<file path="config.mk">
export PLATFORM = sky130hd
export DESIGN_NAME = decode_stage
export DESIGN_NICKNAME = d
export VERILOG_FILES = /design/src/rtl/rv_decode_pkg.sv /design/src/rtl/rv_decode_comb.sv /design/src/rtl/decode_stage.sv
export SDC_FILE = /design/constraint.sdc
export NUM_CORES = 1
export LEC_CHECK = 0
export ABC_AREA = 1
export BUFFER_PORTS_ARGS = -buffer_cell sky130_fd_sc_hd__buf_2
export CAP_MARGIN = 20
export CORE_UTILIZATION = 38
export DETAILED_ROUTE_END_ITERATION = 7
export PLACE_DENSITY = 0.55
export SETUP_SLACK_MARGIN = 0.05
export SYNTH_ARGS = -nofsm -noshare
export SYNTH_HDL_FRONTEND = slang
export SYNTH_SLANG_ARGS = --single-unit
</file>
<file path="constraint.sdc">
create_clock -name clk -period 2.2 [get_ports clk]
set_clock_uncertainty 0.2 [all_clocks]
set_input_delay 0.33 -clock clk [delete_from_list [all_inputs] [get_ports clk]]
set_output_delay 0.33 -clock clk [all_outputs]
set_load 0.05 [all_outputs]
</file>
<file path="src/rtl/rv_decode_pkg.sv">
// Shared RV32I(M) decode definitions: opcodes, ALU op codes, memory widths
// and the packed control bundle produced by the decoder.
package rv_decode_pkg;

  localparam int unsigned XLEN = 32;

  localparam logic [6:0] OP     = 7'b0110011;
  localparam logic [6:0] OP_IMM = 7'b0010011;
  localparam logic [6:0] LOAD   = 7'b0000011;
  localparam logic [6:0] STORE  = 7'b0100011;
  localparam logic [6:0] BRANCH = 7'b1100011;
  localparam logic [6:0] JAL    = 7'b1101111;
  localparam logic [6:0] JALR   = 7'b1100111;
  localparam logic [6:0] LUI    = 7'b0110111;
  localparam logic [6:0] AUIPC  = 7'b0010111;

  localparam logic [6:0] F7_BASE = 7'b0000000;
  localparam logic [6:0] F7_ALT  = 7'b0100000;
  localparam logic [6:0] F7_MEXT = 7'b0000001;

  typedef enum logic [3:0] {
    ALU_ADD  = 4'b0000,
    ALU_SUB  = 4'b0001,
    ALU_XOR  = 4'b0010,
    ALU_OR   = 4'b0011,
    ALU_AND  = 4'b0100,
    ALU_SLL  = 4'b0101,
    ALU_SRL  = 4'b0110,
    ALU_SRA  = 4'b1000,
    ALU_SLT  = 4'b1001,
    ALU_SLTU = 4'b1011,
    ALU_M    = 4'b1100
  } alu_op_e;

  // Branch compare codes share the op field with the ALU codes
  localparam logic [3:0] BR_EQ  = 4'b0000;
  localparam logic [3:0] BR_NE  = 4'b0001;
  localparam logic [3:0] BR_LT  = 4'b0010;
  localparam logic [3:0] BR_GE  = 4'b0011;
  localparam logic [3:0] BR_LTU = 4'b0100;
  localparam logic [3:0] BR_GEU = 4'b0101;

  localparam logic [1:0] MEM_B = 2'b00;
  localparam logic [1:0] MEM_H = 2'b01;
  localparam logic [1:0] MEM_W = 2'b10;

  typedef struct packed {
    logic [4:0]      rs1;
    logic [4:0]      rs2;
    logic [4:0]      rd;
    logic            rs1_used;
    logic            rs2_used;
    logic [3:0]      alu_op;
    logic [2:0]      funct3;
    logic [XLEN-1:0] imm;
    logic            reg_write;
    logic            mem_read;
    logic            mem_write;
    logic [1:0]      mem_width;
    logic            mem_unsigned;
    logic            is_branch;
    logic            is_jal;
    logic            is_jalr;
    logic            is_lui;
    logic            is_auipc;
    logic            is_imm;
    logic            is_m;
    logic            illegal;
  } decoded_t;

  // Base-encoding ALU op for a funct3 (funct7/imm[11:5] == 0)
  function automatic logic [3:0] alu_op_f3(input logic [2:0] f3);
    logic [3:0] op;
    case (f3)
      3'b000:  op = ALU_ADD;
      3'b001:  op = ALU_SLL;
      3'b010:  op = ALU_SLT;
      3'b011:  op = ALU_SLTU;
      3'b100:  op = ALU_XOR;
      3'b101:  op = ALU_SRL;
      3'b110:  op = ALU_OR;
      default: op = ALU_AND;
    endcase
    return op;
  endfunction

endpackage

</file>
<file path="src/rtl/rv_decode_comb.sv">
// Purely combinational RV32I(M) instruction decoder producing a decoded_t
// bundle, with illegal-instruction detection and side-effect suppression.
module rv_decode_comb
  import rv_decode_pkg::*;
#(
  parameter bit HAS_M = 1'b1
) (
  input  logic [31:0] i_instr,
  output decoded_t    o_dec
);

  logic [6:0]  w_opcode;
  logic [2:0]  w_f3;
  logic [6:0]  w_f7;
  logic [31:0] w_imm_i;
  logic [31:0] w_imm_s;
  logic [31:0] w_imm_b;
  logic [31:0] w_imm_u;
  logic [31:0] w_imm_j;
  logic        w_ill;
  decoded_t    w_dec;

  assign w_opcode = i_instr[6:0];
  assign w_f3     = i_instr[14:12];
  assign w_f7     = i_instr[31:25];

  assign w_imm_i = {{20{i_instr[31]}}, i_instr[31:20]};
  assign w_imm_s = {{20{i_instr[31]}}, i_instr[31:25], i_instr[11:7]};
  assign w_imm_b = {{19{i_instr[31]}}, i_instr[31], i_instr[7], i_instr[30:25],
                    i_instr[11:8], 1'b0};
  assign w_imm_u = {i_instr[31:12], 12'b0};
  assign w_imm_j = {{11{i_instr[31]}}, i_instr[31], i_instr[19:12], i_instr[20],
                    i_instr[30:21], 1'b0};

  always_comb begin
    w_dec        = '0;
    w_ill        = 1'b0;
    w_dec.rs1    = i_instr[19:15];
    w_dec.rs2    = i_instr[24:20];
    w_dec.rd     = i_instr[11:7];
    w_dec.funct3 = w_f3;
    w_dec.alu_op = ALU_ADD;

    case (w_opcode)
      OP: begin
        w_dec.rs1_used  = 1'b1;
        w_dec.rs2_used  = 1'b1;
        w_dec.reg_write = 1'b1;
        if (w_f7 == F7_BASE) begin
          w_dec.alu_op = alu_op_f3(w_f3);
        end else if (w_f7 == F7_ALT) begin
          if (w_f3 == 3'b000)      w_dec.alu_op = ALU_SUB;
          else if (w_f3 == 3'b101) w_dec.alu_op = ALU_SRA;
          else                     w_ill = 1'b1;
        end else if (HAS_M && (w_f7 == F7_MEXT)) begin
          w_dec.alu_op = ALU_M;
          w_dec.is_m   = 1'b1;
        end else begin
          w_ill = 1'b1;
        end
      end
      OP_IMM: begin
        w_dec.rs1_used  = 1'b1;
        w_dec.reg_write = 1'b1;
        w_dec.is_imm    = 1'b1;
        w_dec.imm       = w_imm_i;
        w_dec.alu_op    = alu_op_f3(w_f3);
        // Shift-immediates reuse imm[11:5] as a funct7 qualifier
        if (w_f3 == 3'b001 && w_f7 != F7_BASE) w_ill = 1'b1;
        if (w_f3 == 3'b101) begin
          if (w_f7 == F7_ALT)        w_dec.alu_op = ALU_SRA;
          else if (w_f7 != F7_BASE)  w_ill = 1'b1;
        end
      end
      LOAD: begin
        w_dec.rs1_used     = 1'b1;
        w_dec.reg_write    = 1'b1;
        w_dec.mem_read     = 1'b1;
        w_dec.imm          = w_imm_i;
        w_dec.mem_width    = w_f3[1:0];
        w_dec.mem_unsigned = w_f3[2];
        if (w_f3 == 3'b011 || w_f3 == 3'b110 || w_f3 == 3'b111) w_ill = 1'b1;
      end
      STORE: begin
        w_dec.rs1_used  = 1'b1;
        w_dec.rs2_used  = 1'b1;
        w_dec.mem_write = 1'b1;
        w_dec.imm       = w_imm_s;
        w_dec.mem_width = w_f3[1:0];
        if (w_f3 > 3'b010) w_ill = 1'b1;
      end
      BRANCH: begin
        w_dec.rs1_used  = 1'b1;
        w_dec.rs2_used  = 1'b1;
        w_dec.is_branch = 1'b1;
        w_dec.imm       = w_imm_b;
        case (w_f3)
          3'b000:  w_dec.alu_op = BR_EQ;
          3'b001:  w_dec.alu_op = BR_NE;
          3'b100:  w_dec.alu_op = BR_LT;
          3'b101:  w_dec.alu_op = BR_GE;
          3'b110:  w_dec.alu_op = BR_LTU;
          3'b111:  w_dec.alu_op = BR_GEU;
          default: w_ill = 1'b1;
        endcase
      end
      JAL: begin
        w_dec.reg_write = 1'b1;
        w_dec.is_jal    = 1'b1;
        w_dec.imm       = w_imm_j;
      end
      JALR: begin
        w_dec.rs1_used  = 1'b1;
        w_dec.reg_write = 1'b1;
        w_dec.is_jalr   = 1'b1;
        w_dec.imm       = w_imm_i;
        if (w_f3 != 3'b000) w_ill = 1'b1;
      end
      LUI: begin
        w_dec.reg_write = 1'b1;
        w_dec.is_lui    = 1'b1;
        w_dec.imm       = w_imm_u;
      end
      AUIPC: begin
        w_dec.reg_write = 1'b1;
        w_dec.is_auipc  = 1'b1;
        w_dec.imm       = w_imm_u;
      end
      default: w_ill = 1'b1;
    endcase

    if (i_instr[1:0] != 2'b11) w_ill = 1'b1;

    // Illegal ops still flow downstream but must not cause side effects
    if (w_ill) begin
      w_dec.reg_write = 1'b0;
      w_dec.mem_read  = 1'b0;
      w_dec.mem_write = 1'b0;
      w_dec.is_branch = 1'b0;
      w_dec.is_jal    = 1'b0;
      w_dec.is_jalr   = 1'b0;
    end
    w_dec.illegal = w_ill;
  end

  assign o_dec = w_dec;

endmodule

</file>
<file path="src/rtl/decode_stage.sv">
// Registered decode stage: decodes the incoming instruction and holds it in
// a one- or two-entry output buffer with valid/ready handshakes and flush.
module decode_stage
  import rv_decode_pkg::*;
#(
  parameter int unsigned PC_W  = 32,
  parameter bit          HAS_M = 1'b1,
  parameter bit          SKID  = 1'b1
) (
  input  logic            clk,
  input  logic            rst,
  input  logic            flush,
  input  logic            in_valid,
  output logic            in_ready,
  input  logic [31:0]     in_instr,
  input  logic [PC_W-1:0] in_pc,
  output logic            out_valid,
  input  logic            out_ready,
  output logic [PC_W-1:0] out_pc,
  output logic [4:0]      out_rs1,
  output logic [4:0]      out_rs2,
  output logic [4:0]      out_rd,
  output logic            out_rs1_used,
  output logic            out_rs2_used,
  output logic [3:0]      out_alu_op,
  output logic [2:0]      out_funct3,
  output logic [31:0]     out_imm,
  output logic            out_reg_write,
  output logic            out_mem_read,
  output logic            out_mem_write,
  output logic [1:0]      out_mem_width,
  output logic            out_mem_unsigned,
  output logic            out_is_branch,
  output logic            out_is_jal,
  output logic            out_is_jalr,
  output logic            out_is_lui,
  output logic            out_is_auipc,
  output logic            out_is_imm,
  output logic            out_is_m,
  output logic            out_illegal
);

  localparam logic [1:0] ST_EMPTY = 2'd0;
  localparam logic [1:0] ST_ONE   = 2'd1;
  localparam logic [1:0] ST_TWO   = 2'd2;

  decoded_t        w_dec;
  decoded_t        r_main;
  decoded_t        r_skid;
  logic [PC_W-1:0] r_main_pc;
  logic [PC_W-1:0] r_skid_pc;
  logic [1:0]      r_state;
  logic [1:0]      w_state_nxt;
  logic            r_out_valid;
  logic            r_in_ready;
  logic            w_in_acc;
  logic            w_out_acc;
  logic            w_load_main_in;
  logic            w_load_main_skid;
  logic            w_load_skid;

  rv_decode_comb #(.HAS_M(HAS_M)) u_decode (
    .i_instr (in_instr),
    .o_dec   (w_dec)
  );

  // Without the skid entry, ready must look through to the downstream side
  assign in_ready  = SKID ? r_in_ready : (!r_out_valid || out_ready);
  assign w_in_acc  = in_valid && in_ready;
  assign w_out_acc = r_out_valid && out_ready;

  always_comb begin
    w_state_nxt      = r_state;
    w_load_main_in   = 1'b0;
    w_load_main_skid = 1'b0;
    w_load_skid      = 1'b0;
    case (r_state)
      ST_EMPTY: begin
        if (w_in_acc) begin
          w_state_nxt    = ST_ONE;
          w_load_main_in = 1'b1;
        end
      end
      ST_ONE: begin
        if (w_in_acc && w_out_acc) begin
          w_load_main_in = 1'b1;
        end else if (w_in_acc) begin
          w_state_nxt = ST_TWO;
          w_load_skid = 1'b1;
        end else if (w_out_acc) begin
          w_state_nxt = ST_EMPTY;
        end
      end
      ST_TWO: begin
        if (w_out_acc) begin
          w_state_nxt      = ST_ONE;
          w_load_main_skid = 1'b1;
        end
      end
      default: w_state_nxt = ST_EMPTY;
    endcase
    if (flush) begin
      w_state_nxt      = ST_EMPTY;
      w_load_main_in   = 1'b0;
      w_load_main_skid = 1'b0;
      w_load_skid      = 1'b0;
    end
  end

  always_ff @(posedge clk) begin
    if (rst) begin
      r_state     <= ST_EMPTY;
      r_out_valid <= 1'b0;
      r_in_ready  <= 1'b1;
    end else begin
      r_state     <= w_state_nxt;
      r_out_valid <= (w_state_nxt != ST_EMPTY);
      r_in_ready  <= (w_state_nxt != ST_TWO);
    end
  end

  always_ff @(posedge clk) begin
    if (rst) begin
      r_main    <= '0;
      r_main_pc <= '0;
      r_skid    <= '0;
      r_skid_pc <= '0;
    end else begin
      if (w_load_main_in) begin
        r_main    <= w_dec;
        r_main_pc <= in_pc;
      end else if (w_load_main_skid) begin
        r_main    <= r_skid;
        r_main_pc <= r_skid_pc;
      end
      if (w_load_skid) begin
        r_skid    <= w_dec;
        r_skid_pc <= in_pc;
      end
    end
  end

  assign out_valid        = r_out_valid;
  assign out_pc           = r_main_pc;
  assign out_rs1          = r_main.rs1;
  assign out_rs2          = r_main.rs2;
  assign out_rd           = r_main.rd;
  assign out_rs1_used     = r_main.rs1_used;
  assign out_rs2_used     = r_main.rs2_used;
  assign out_alu_op       = r_main.alu_op;
  assign out_funct3       = r_main.funct3;
  assign out_imm          = r_main.imm;
  assign out_reg_write    = r_main.reg_write;
  assign out_mem_read     = r_main.mem_read;
  assign out_mem_write    = r_main.mem_write;
  assign out_mem_width    = r_main.mem_width;
  assign out_mem_unsigned = r_main.mem_unsigned;
  assign out_is_branch    = r_main.is_branch;
  assign out_is_jal       = r_main.is_jal;
  assign out_is_jalr      = r_main.is_jalr;
  assign out_is_lui       = r_main.is_lui;
  assign out_is_auipc     = r_main.is_auipc;
  assign out_is_imm       = r_main.is_imm;
  assign out_is_m         = r_main.is_m;
  assign out_illegal      = r_main.illegal;

endmodule

</file>
==> summary.md <==
| Metric | Value |
|---|---|
| Buf/Inv on CP | 5 |
| TNS Setup | 0 ns |
| Root Buffer | clkbuf_16 |
| Startpoint type of the worst setup path | input port |
| Yosys warnings | 0 |
| Critical Path RT | 2.46 ns |
| Syn nets | 1309 |
| RSZ-0062 raised after global routing | true |
| Tightest Hold Check Type | input port to flop |
| Cell Rows | 56 |
| DRT Pass-1 Iters | 5 |
| Crit-path max FO | 9 |
| Least-Margin Pin Slew | 0.499 ns |
| Via density | 4.97 |
| IO buf count | 172 |
| Critical path's largest stage delay | 0.54 ns |
| Core area | 0.0235 mm^2 |
| Drt total wl | 27800 um |
| Total grt overflow | 0 |
| Top FF cell, synth | dfxtp_1 |
| Top Ports | 173 |
| Crit share post-route | 0.948 |
| Via count | 8812 |
| Largest net degree at the start of global routing | 79 |
| # setup viols final | 0 |
| Number of remaining DRC errors | 0 |
| RD Place Congestion | 0.905 |
| Hpwl dp | 17500 um |
| Arr. time, crit path | 2.35 ns |
| Final Worst Setup Slack | 0.115 ns |
| Async S/R FF share, synth | 0 |
| EDFF count, synth | 0 |
| Fill count | 2353 |
| Final Slew Violations | 0 |
| First-pass GRT wire length | 44600 um |
| Routed len/inst | 15.7 um |
| Final min period | 2.09 ns |
| CP max-delay cell | dlygate4sd3_1 |
| Synthesized cell area | 0.00910 mm^2 |
| Die X | 157 um |
| Pre-CTS setup slack | 0.109 ns |
| Final nets | 1506 |
| Mean area per synthesized cell | 7.34 um^2 |
| CTS tree | built |
| Worst setup path category | input port to flop |
| Layout cells sized above 1 | 0.220 |
| Post-layout instance area | 0.0118 mm^2 |
| CP delay by family, top | buffers and inverters |
| Final Util | 0.501 |
| Crit path cell chain | dlygate4sd3_1, buf_2, inv_2, nand2_1, nor2_2, nand2_1, nand2_2, inv_2, o21ai_0, o21ai_0, inv_1 |
| Initial Util | 0.388 |
| Hold path cells | 4 |
| Dpl cell area | 0.0103 mm^2 |
| Total power | 9.35 mW |
| Power Dens Cells | 795 mW/mm^2 |
| H-Tree Depth | 1 |
| Area growth syn-to-layout | 29.2% |
| Synth Instances | 1240 |
| Die Ht | 157 um |
| Max IR drop VDD | 432 uV |
| MaxCap Viol Count | 0 |
| FF-to-FF path depth | 8 |
| Gr usage total | 0.227 |
| Post-route ant nets | 0 |
| CP endpoint kind | flop |
| Vias in the first global route | 8411 |
| Lkg Pwr | 5.37 nW |
| Peak Freq | 480 MHz |
| Max_slew headroom | 0.664 |
| Sequential share of the synthesized area | 0.458 |
| Clock slew at reported path FFs | 0.06 ns |
| Initial antenna violation count | 1 |
| Detailed Route Iter0 Violations | 485 |
| Status | finished, final reports clean |
| Clk_lat worst skew | 0.52 ns |
| Final hold viol count | 0 |
| Crit. path cell count | 11 |
| Die ar. | 0.0246 mm^2 |
| Max Root-Sink Buffers | 3 |
| Clock sinks | 208 |
| CTS buffer count | 24 |
| Seq cells post-synth | 208 |
| Yosys cell types | 42 |
==> metal layers <==
| metal | up-vias | wire, um | global-route usage |
|---|---|---|---|
| li1 | 4471 | - | - |
| met1 | 4051 | 13100 | 0.306 |
| met2 | 251 | 12500 | 0.369 |
| met3 | 37 | 1690 | 0.0460 |
| met4 | 2 | 510 | 0.0532 |
| met5 | - | 8 | 0 |
==> power by group <==
| part | total, mW | leakage [nW] | internal, mW | switching [mW] |
|---|---|---|---|---|
| sequential | 3.99 | 1.69 | 3.91 | 0.0772 |
| combinational | 1.22 | 3.27 | 0.382 | 0.839 |
| clock | 4.14 | 0.405 | 2.52 | 1.61 |
==> worst register-to-register path, delay by kind of cell, from the launching register on <==
family,cells,cell delay (ns)
AND/OR/NAND/NOR,3,0.33
buffers and inverters,4,0.63
AO/OA/AOI/OAI,1,0.34
flip-flops,1,0.31
==> cells in the final DEF (no fill, tap or decap), drive strengths merged, types with 5 or more instances in the layout <==
master,count
nand4,5
a21oi,65
a31oi,56
clkbuf,34
inv,116
dlygate4sd3,58
nor3,5
nand3,92
o211ai,32
clkinv,9
o21bai,14
buf,196
o21ai,111
dfxtp,208
nand2,318
nor2,119
==> cell usage after synthesis, types with 2 or more instances <==
cell type	instances	share of area
nor2_2	7	0.0048
o21ai_1	5	0.0027
clkbuf_1	38	0.016
inv_1	93	0.038
nor3_1	4	0.0022
buf_1	5	0.0021
nand3_2	14	0.015
nor2_4	3	0.0037
nor2_1	107	0.044
dfxtp_1	208	0.46
a31oi_1	56	0.038
o211ai_2	9	0.012
o22ai_1	3	0.0021
nand2_1	308	0.13
nand3_1	77	0.042
o221ai_1	2	0.0019
o211ai_1	23	0.019
nor2_8	2	0.0044
o21ai_2	3	0.0029
nand2_4	2	0.0025
nand2_2	8	0.0055
a21oi_1	65	0.036
buf_6	3	0.0037
nand4_1	3	0.0021
buf_4	2	0.0016
o21ai_0	103	0.057
inv_2	24	0.0099
o21bai_1	14	0.012
buf_2	36	0.020
==> stage by stage <==
stage,cells,hold slack (ns)
after floorplan,1240,0.232
after global placement,1671,0.247
after detailed placement,1671,0.251
after CTS,1771,0.0105
after global routing,1772,0.0263
final,1774,0.0297
==> path summary, 6_finish.rpt <==
| check | from | to | slack, ns |
|---|---|---|---|
| setup / recovery | in_instr[3] | r_skid[30] | 0.11 |
| hold / removal | in_instr[5] | r_skid[3] | 0.03 |
| setup reg to reg | out_valid | out_funct3[1] | 0.28 |
| hold reg to reg | r_skid[46] | r_skid[46] | 0.26 |
==> registers in the layout, indices dropped and copies added (netlist names), 4 cells and up <==
signal      cells
out_imm        32
out_rs2         5
out_rd          5
out_alu_op      4
out_pc         32
r_skid_pc      32
out_rs1         5
r_skid         70
==> cell type report <==
type	count	area [um^2]	area share
clock inverter	9	135	0.0115
tap	319	399	0.0339
multi-input combinational	828	4120	0.350
timing repair buffer	255	1800	0.153
inverter	120	462	0.0393
antenna	2	5.00	0.000426
sequential	208	4160	0.354
clock buffer	33	684	0.0582
==> repair_timing <==
| action | CTS | global route |
|---|---|---|
| hold buffers | 58 | 0 |
| setup endpoints to repair | 0 | 11 |
| hold endpoints to repair | 115 | 0 |
| gates resized for setup | 0 | 6 |
| setup buffers | 0 | 0 |
==> cells by family (layout without fill, tap and decap cells) <==
kind of cell,Yosys count,count (layout),synth area share
DFF,208,208,0.458
AOI/OAI and AO/OA,286,286,0.186
other,0,2,0
buffers and inverters,204,417,0.0928
and+or+nand+nor,542,542,0.264
Power figures use the tool's default switching activity.
